==> config.mk <==
export PLATFORM = sky130hd
export DESIGN_NAME = pipe_hazard_ctrl
export DESIGN_NICKNAME = d
export VERILOG_FILES = /design/src/rtl/pipe_hazard_ctrl_pkg.sv /design/src/rtl/pipe_hazard_ctrl_sat_counter.sv /design/src/rtl/pipe_hazard_ctrl.sv
export SDC_FILE = /design/constraint.sdc
export NUM_CORES = 1
export LEC_CHECK = 0
export ABC_AREA = 1
export CAP_MARGIN = 40
export CORE_MARGIN = 2
export CORE_UTILIZATION = 40
export DETAILED_ROUTE_END_ITERATION = 8
export PLACE_DENSITY = 0.78
export SLEW_MARGIN = 20
export SYNTH_ARGS = -nofsm -noshare
export SYNTH_HDL_FRONTEND = slang
export SYNTH_SLANG_ARGS = --single-unit
export TNS_END_PERCENT = 50
==> constraint.sdc <==
create_clock -name clk -period 1.5 [get_ports clk]
set_input_delay 0.225 -clock clk [delete_from_list [all_inputs] [get_ports clk]]
set_output_delay 0.225 -clock clk [all_outputs]
set_load 0.03 [all_outputs]
==> src/rtl/pipe_hazard_ctrl_pkg.sv <==
// Shared CPU definitions: hazard FSM states, forwarding codes,
// and pipeline CTRL field widths / bundle.
package pipe_hazard_ctrl_pkg;

  typedef enum logic [1:0] {
    HALT = 2'd0,
    RUN  = 2'd1,
    STEP = 2'd2
  } state_t;

  localparam logic [1:0] FWD_RF  = 2'b00;
  localparam logic [1:0] FWD_MEM = 2'b01;
  localparam logic [1:0] FWD_WB  = 2'b10;

  localparam int ALU_OP_W = 4;
  localparam int WB_SEL_W = 2;

  typedef struct packed {
    logic                reg_write;
    logic                mem_read;
    logic                mem_write;
    logic                branch;
    logic [ALU_OP_W-1:0] alu_op;
    logic [WB_SEL_W-1:0] wb_sel;
  } ctrl_t;

  localparam int CTRL_W = $bits(ctrl_t);

endpackage

==> src/rtl/pipe_hazard_ctrl_sat_counter.sv <==
// Saturating up-counter with synchronous clear.
// Ports: clk, clear, inc -> count (holds at all-ones).
module sat_counter #(
  parameter int W = 16
) (
  input  logic         clk,
  input  logic         clear,
  input  logic         inc,
  output logic [W-1:0] count
);

  always_ff @(posedge clk) begin
    if (clear)
      count <= '0;
    else if (inc && (count != '1))
      count <= count + 1'b1;
  end

endmodule

==> src/rtl/pipe_hazard_ctrl.sv <==
// Pipeline hazard/run control: HALT/RUN/STEP, load-use stall, branch flush, forwarding.
// Ports: run/step host ctrl, ID/EX/MEM/WB regs -> enables, flushes, redirect, fwd, counters.
module pipe_hazard_ctrl
  import pipe_hazard_ctrl_pkg::*;
#(
  parameter int REG_AW = 3,
  parameter int PC_W   = 9,
  parameter int CNT_W  = 16
) (
  input  logic              clk,
  input  logic              reset,
  input  logic              run,
  input  logic              step_req,
  input  logic [REG_AW-1:0] id_rs1,
  input  logic [REG_AW-1:0] id_rs2,
  input  logic              id_use1,
  input  logic              id_use2,
  input  logic [REG_AW-1:0] ex_wreg,
  input  logic              ex_mem_read,
  input  logic              ex_reg_write,
  input  logic [REG_AW-1:0] ex_rs1,
  input  logic [REG_AW-1:0] ex_rs2,
  input  logic [REG_AW-1:0] mem_wreg,
  input  logic              mem_reg_write,
  input  logic [REG_AW-1:0] wb_wreg,
  input  logic              wb_reg_write,
  input  logic              br_taken,
  input  logic [PC_W-1:0]   br_target,
  output logic              pc_en,
  output logic              if_id_en,
  output logic              id_ex_en,
  output logic              if_id_flush,
  output logic              id_ex_flush,
  output logic              pc_sel,
  output logic [PC_W-1:0]   pc_target,
  output logic [1:0]        fwd_a,
  output logic [1:0]        fwd_b,
  output logic              halted,
  output logic              step_ack,
  output logic [CNT_W-1:0]  stall_cnt,
  output logic [CNT_W-1:0]  flush_cnt
);

  state_t state;
  state_t nxt;
  logic   act;
  logic   hazard;
  logic   stall_inc;
  logic   flush_inc;

  function automatic logic [1:0] fwd_pick(
    input logic              m_we,
    input logic [REG_AW-1:0] m_rd,
    input logic              w_we,
    input logic [REG_AW-1:0] w_rd,
    input logic [REG_AW-1:0] rs
  );
    if (m_we && (m_rd == rs))
      return FWD_MEM;
    else if (w_we && (w_rd == rs))
      return FWD_WB;
    else
      return FWD_RF;
  endfunction

  // Reset input gates outputs too, so the
  // pipeline is frozen while reset is held.
  assign act = reset && (state != HALT);

  assign hazard = ex_mem_read && ex_reg_write &&
    ((id_use1 && (id_rs1 == ex_wreg)) ||
     (id_use2 && (id_rs2 == ex_wreg)));

  always_ff @(posedge clk) begin
    if (!reset) begin
      state    <= HALT;
      step_ack <= 1'b0;
    end else begin
      state    <= nxt;
      step_ack <= (state == STEP) && pc_en;
    end
  end

  always_comb begin
    nxt = state;
    unique case (state)
      HALT: begin
        if (run)
          nxt = RUN;
        else if (step_req)
          nxt = STEP;
      end
      RUN: begin
        if (!run)
          nxt = HALT;
      end
      STEP: begin
        if (pc_en)
          nxt = HALT;
      end
      default: nxt = HALT;
    endcase
  end

  // Branch wins over load-use: the stalled
  // instruction is squashed by the flush anyway.
  always_comb begin
    pc_en       = 1'b0;
    if_id_en    = 1'b0;
    id_ex_en    = 1'b0;
    if_id_flush = 1'b0;
    id_ex_flush = 1'b0;
    pc_sel      = 1'b0;
    pc_target   = '0;
    fwd_a       = FWD_RF;
    fwd_b       = FWD_RF;
    halted      = !act;
    stall_inc   = 1'b0;
    flush_inc   = 1'b0;
    if (act) begin
      fwd_a = fwd_pick(mem_reg_write, mem_wreg,
                       wb_reg_write, wb_wreg, ex_rs1);
      fwd_b = fwd_pick(mem_reg_write, mem_wreg,
                       wb_reg_write, wb_wreg, ex_rs2);
      if (br_taken) begin
        pc_en       = 1'b1;
        if_id_en    = 1'b1;
        id_ex_en    = 1'b1;
        if_id_flush = 1'b1;
        id_ex_flush = 1'b1;
        pc_sel      = 1'b1;
        pc_target   = br_target;
        flush_inc   = 1'b1;
      end else if (hazard) begin
        id_ex_en    = 1'b1;
        id_ex_flush = 1'b1;
        stall_inc   = 1'b1;
      end else begin
        pc_en       = 1'b1;
        if_id_en    = 1'b1;
        id_ex_en    = 1'b1;
      end
    end
  end

  sat_counter #(.W(CNT_W)) u_stall_cnt (
    .clk   (clk),
    .clear (!reset),
    .inc   (stall_inc),
    .count (stall_cnt)
  );

  sat_counter #(.W(CNT_W)) u_flush_cnt (
    .clk   (clk),
    .clear (!reset),
    .inc   (flush_inc),
    .count (flush_cnt)
  );

endmodule
[Word level (Yosys, flattened, before mapping)]
Index checks and enable logic that the tools add are counted.
Cells by class
  $add $sub $neg: 2
  multiplexer cells: 24
  equal/unequal tests: 13
  reductions and logical operators: 17
Operators by type and width (number)
  16-bit by 1-bit adder with 16-bit output, second input constant: 2
  16-bit inequality test, second input constant: 2
  2-bit 2-to-1 mux: 10
  3-bit == test: 6
  9-bit 2-to-1 mux: 2
  1-bit logical AND: 12
  1-bit 2-to-1 mux: 11
  2-bit case mux with 3 select lines: 1
  2-bit inequality test, second input constant: 2
  3-bit inequality test, second input constant: 1
  3-bit AND reduction: 1
  2-bit by 1-bit == test with 1-bit output, second input constant: 1
  2-bit == test, second input constant: 1
  2-bit logical NOT: 1
  2-bit nonzero test: 1
  1-bit logical NOT: 1
  1-bit logical OR: 1
Storage, ports and cells
  word-level logic and storage cells: 60
  input port bits: 41
  output and inout port bits: 53
  bits in registers: 35

[Logic depth before layout (Yosys ltp)]
  depth in word-level cells: 9
  gate-level depth with buffers: 11
  mapped depth without buffers: 11

[Modules after synthesis]
A second synthesis with hierarchy kept.
Unflattened totals
  cells, all modules: 417
  area total of the unflattened synthesis: 2467.4 um^2
By module, submodules not included
  sat_counter: cells an instance 149, area each 929.6 um^2, times used 2, sequential area each 320.3 um^2
  pipe_hazard_ctrl: cells an instance 119, area each 608.1 um^2, times used 1, sequential area each 60.1 um^2

[Worst setup path after synthesis]
No wires, ideal clock.
  path type: register to register
  start point: reg u_stall_cnt.count[0]
  end point: reg u_stall_cnt.count[4]
  buffers on the path: 1
  library setup time: 0.132 ns
  data arrival time: 1.682 ns
  required time: 1.368 ns
  setup slack: -0.314 ns
  period minus slack after synthesis: 1.814 ns
  cell stages (with the launch flop): 10
  path through: dfxtp_1 > ha_1 > nand2_1 > nor2_4 > nand4_2 > nor2_4 > inv_2 > buf_6 > nand3_1 > a21oi_1
Between the ends
  cells in the longest elaborated chain, start to end: 2
  elaborated cells between the ends (all ways): 3
  classes of those cells: 1 x add/sub; 1 x eq/ne; 1 x reduce/logical
Ends and longest elaborated chain
  from (decl): RTL line pipe_hazard_ctrl_sat_counter.sv:9  | output logic [W-1:0] count
  from (signal assigned): RTL line pipe_hazard_ctrl_sat_counter.sv:16  | count <= count + 1'b1;
  branches (longest 2 deep; another with 16-bit by 1-bit adder with 16-bit output)
Parallel ways; which one is timed is not known.
A chain may end at the register's enable or synchronous reset.

[Worst setup path after layout]
  start point: reg state[0]
  end point: out fwd_a[0]
Between the ends
  cells in the longest elaborated chain, start to end: 3
Ends and longest elaborated chain
  from (decl): RTL line pipe_hazard_ctrl.sv:44  | state_t state;
  from (signal assigned): RTL line pipe_hazard_ctrl.sv:79  | state <= nxt;
  2-bit nonzero test: RTL line pipe_hazard_ctrl.sv:68  | assign act = reset && (state != HALT);
  1-bit logical AND: RTL line pipe_hazard_ctrl.sv:68
  2-bit 2-to-1 mux: RTL line pipe_hazard_ctrl.sv:120  | if (act) begin
  to (decl): RTL line pipe_hazard_ctrl.sv:36  | output logic [1:0] fwd_a,
Every way passes these cells.

==> impl_metrics.env <==
export IMPL_cp_common_cell="buf_6"
export IMPL_setup_worst_path_start_class="register"
export IMPL_power_share_clock_pct=37.0
export IMPL_synthTopCellsByCount="nand2_1, nor2_1, inv_1"
export IMPL_finalHoldViolCount=0
export IMPL_power_density_nw_per_um2=540
export IMPL_die_y_um=81.1
export IMPL_seq_area_frac_synth_pct=29.5
export IMPL_async_flop_share_pct=0
export IMPL_drt_pass1_iterations=5
export IMPL_grt_busiest_layer="met2"
export IMPL_synth_adder_area_share_pct=1.05
export IMPL_yosysMostFrequentCell="nand2_1"
export IMPL_setup_violations_final=19
export IMPL_violations="setup timing"
export IMPL_yosys_area_top_type="dfxtp_1"
export IMPL_hold_path_class="input port to register"
export IMPL_row_count=28
export IMPL_syn_nets=420
export IMPL_hp_start="run"
export IMPL_syn_area_um2=2380
export IMPL_wire_per_inst_um=13.8
export IMPL_netlist_instances=377
export IMPL_pin_count=94
export IMPL_grt_util_met2_pct=45.3
export IMPL_slew_viol_final=0
export IMPL_r2r_cells=9
export IMPL_coreArea_um2=5820
export IMPL_cp_arrival_ps=1390
export IMPL_initial_core_util_pct=40.9
export IMPL_cts_hold_buf=0
export IMPL_gr_total_overflow=0
export IMPL_drive_above_1_share_pct=35.5
export IMPL_via_count=3079
export IMPL_dp_hpwl_um=5540
export IMPL_cts_tree="done"
export IMPL_htree_levels=2
export IMPL_synth_cell_types=30
export IMPL_ir_worst_vdd_mv=0.389
export IMPL_avgSynthCellArea_um2=6.31
export IMPL_clk_path_buf_depth=2
export IMPL_use_met3_pct=5.22
export IMPL_cts_buffers_inserted=5
export IMPL_muxShareOfSynthArea_pct=0
export IMPL_p_comb_share_pct=23.1
export IMPL_die_width_um=81.1
export IMPL_clk_pin_slew_ps=70
export IMPL_crit_chain="nor2_2 > inv_2 > nand2_4 > buf_6 > buf_4 > nor4_4 > buf_6"
export IMPL_slew_headroom_pct=76.6
export IMPL_outcome="finished, violations left"
export IMPL_track_usage_pct=24.5
export IMPL_end_kind="output port"
export IMPL_drt_iter0_drc=175
export IMPL_slowest_stage="dfxtp_2"
export IMPL_tightest_slew_ps=352
export IMPL_swShare_pct=28.2
export IMPL_clkLatencyLatePin_ps=290
export IMPL_setup_ws_ps=-117
export IMPL_min_to="state[0]"
export IMPL_synth_area_top_cells="dfxtp_1, nand2_1, nor2_1"
export IMPL_hold_depth=3
export IMPL_gp_congestion=0.895
export IMPL_min_period_ps=1620
export IMPL_fin_skew_ps=11.7
export IMPL_vias_per_cell=5.11
export IMPL_cp_slowest_stage_delay_ps=340
export IMPL_synthFlopType="dfxtp_1"
export IMPL_antenna_cells=0
export IMPL_cap_violations=0
export IMPL_reg2reg_slack_ps=-10
export IMPL_hold_ws_ps=510
export IMPL_synth_compound_area_share_pct=13.7
export IMPL_crit_required_ps=1270
export IMPL_dp_slack_ps=-378
export IMPL_power_switching_w=0.000660
export IMPL_synth_top_family_by_area="simple AND/OR/NAND/NOR gates"
export IMPL_port_buffers=93
export IMPL_dieArea_um2=6580
export IMPL_antenna_found_initial=0
export IMPL_nets=569
export IMPL_crit_type="register to output port"
export IMPL_wl_um=8320
export IMPL_grt_pass1_wl_um=12800
export IMPL_rsz0062_at_grt="true"
export IMPL_synth_warnings=0
export IMPL_met1_usage_pct=28.4
export IMPL_ant_nets=0
export IMPL_synth_xor_area_share_pct=8.10
export IMPL_syn_to_final_growth_pct=82.3
export IMPL_r2r_start="u_flush_cnt.count[0]"
export IMPL_worstPathMaxFanout=4
export IMPL_total_leakage_power_nw=1.91
export IMPL_fin_crit_sh_pct=108
export IMPL_fillers=435
export IMPL_synth_top_area_share_pct=29.5
export IMPL_cts_root_buffer_cell="clkbuf_8"
export IMPL_cts_sink_count=35
export IMPL_synth_edff_count=0
export IMPL_cell_internal_pwr_w=0.00168
export IMPL_fmax_ghz=0.619
export IMPL_drc=0
export IMPL_grt_max_degree=20
export IMPL_synth_simple_gate_area_share_pct=37.4
export IMPL_grt_pass1_vias=2941
export IMPL_worstReg2RegEnd="u_flush_cnt.count[8]"
export IMPL_synth_ff_latch_count=35
export IMPL_seqPwrFrac_pct=39.9
[what timing repair did]
action / CTS / global route
buffers inserted: 6 / 6
cloned: 1 / 0
gates resized for setup: 125 / 66
pin swaps: 20 / 20
setup endpoints to repair: 70 / 46
[power by group through the flow]
stage | Combinational, W | Clock [W] | Sequential (W)
5_1_grt | 0.000581 | 0.000930 | 0.000936
4_1_cts | 0.000484 | 0.000875 | 0.000935
3_3_place_gp | 0.000400 | 0 | 0.000955
6_report | 0.000540 | 0.000867 | 0.000935
2_1_floorplan | 0.000180 | 0 | 0.000961
3_5_place_dp | 0.000406 | 0 | 0.000955
[critical path, delay by kind of cell (launching register included)]
| kind | cells | cell delay (ps) |
|---|---|---|
| buffers and inverters | 4 | 500 |
| flip-flops | 1 | 340 |
| AND/OR/NAND/NOR | 3 | 260 |
[final cells by class]
type	instances	area, um2	share of cell area (%)
Timing Repair Buffer	154	1410	32.4
Multi-Input combinational cell	285	1810	41.8
Clock inverter	3	43.8	1.01
Tap cell	75	93.8	2.16
Sequential cell	35	729	16.8
Clock buffer	5	68.8	1.59
Inverter	45	181	4.18
[sequential cells by signal, summed over array words and instances, names as in the netlist]
name	cells
u_stall_cnt.count	16
u_flush_cnt.count	16
state	2
step_ack	1
[worst max-delay path by stage]
| stage | start | endpoint | slack, ps |
|---|---|---|---|
| final | state[0] | fwd_a[0] | -120 |
| after global routing | state[0] | fwd_a[0] | -190 |
| after CTS | state[0] | fwd_a[0] | -130 |
| after detailed placement | ex_wreg[2] | u_stall_cnt.count[10] | -380 |
| after global placement | ex_wreg[1] | u_stall_cnt.count[2] | -310 |
| after floorplan | state[0] | fwd_a[0] | -240 |
[through the flow]
step                utilization [%]  cell area [um2]  std cells  total power, W  setup TNS [ps]
CTS                            70.7             4110        596         0.00229            -484
global placement               64.8             3770        581         0.00136           -9810
floorplan                         -             2480        377         0.00114           -1180
finish                         74.6             4340        602         0.00234            -506
global route                   74.6             4340        602         0.00245           -3690
detailed placement             64.8             3770        581         0.00136          -11230
[cells by family after synthesis]
group	Yosys count
flops	35
fa+ha+maj	2
xor+xnor	22
buf+inv	57
simple gates	198
compound gates	63
[per-layer routing]
layer  share of wire [%]  up-vias  wire length [um]
met3                 4.7       22               394
met1                  39     1428              3260
met5                   0        -                 0
met4                 2.7        0               224
met2                  53      102              4440
li1                    -     1527                 -
[cells in the final DEF (no fill, tap or decap), types with 6 or more instances in the layout]
cell type        Yosys  layout
xnor2_1              7       7
xor2_1              15      13
dfxtp_2              0      11
buf_6                3      24
buf_4                2      52
nor2_4               3      14
inv_2                4       6
nand4_1              8       8
clkdlybuf4s50_1      0      16
nor3_1              16       9
nand2_1             91      85
inv_1               41      35
nor2_1              42      28
o21ai_1              2       7
dlygate4sd2_1        0      48
o21ai_0             26      16
a21oi_1             31      29
nand3_2              2      14
nand3_1             26      12
dfxtp_1             35      20
nor3_2               1       7
(Power assumes the default switching activity.)
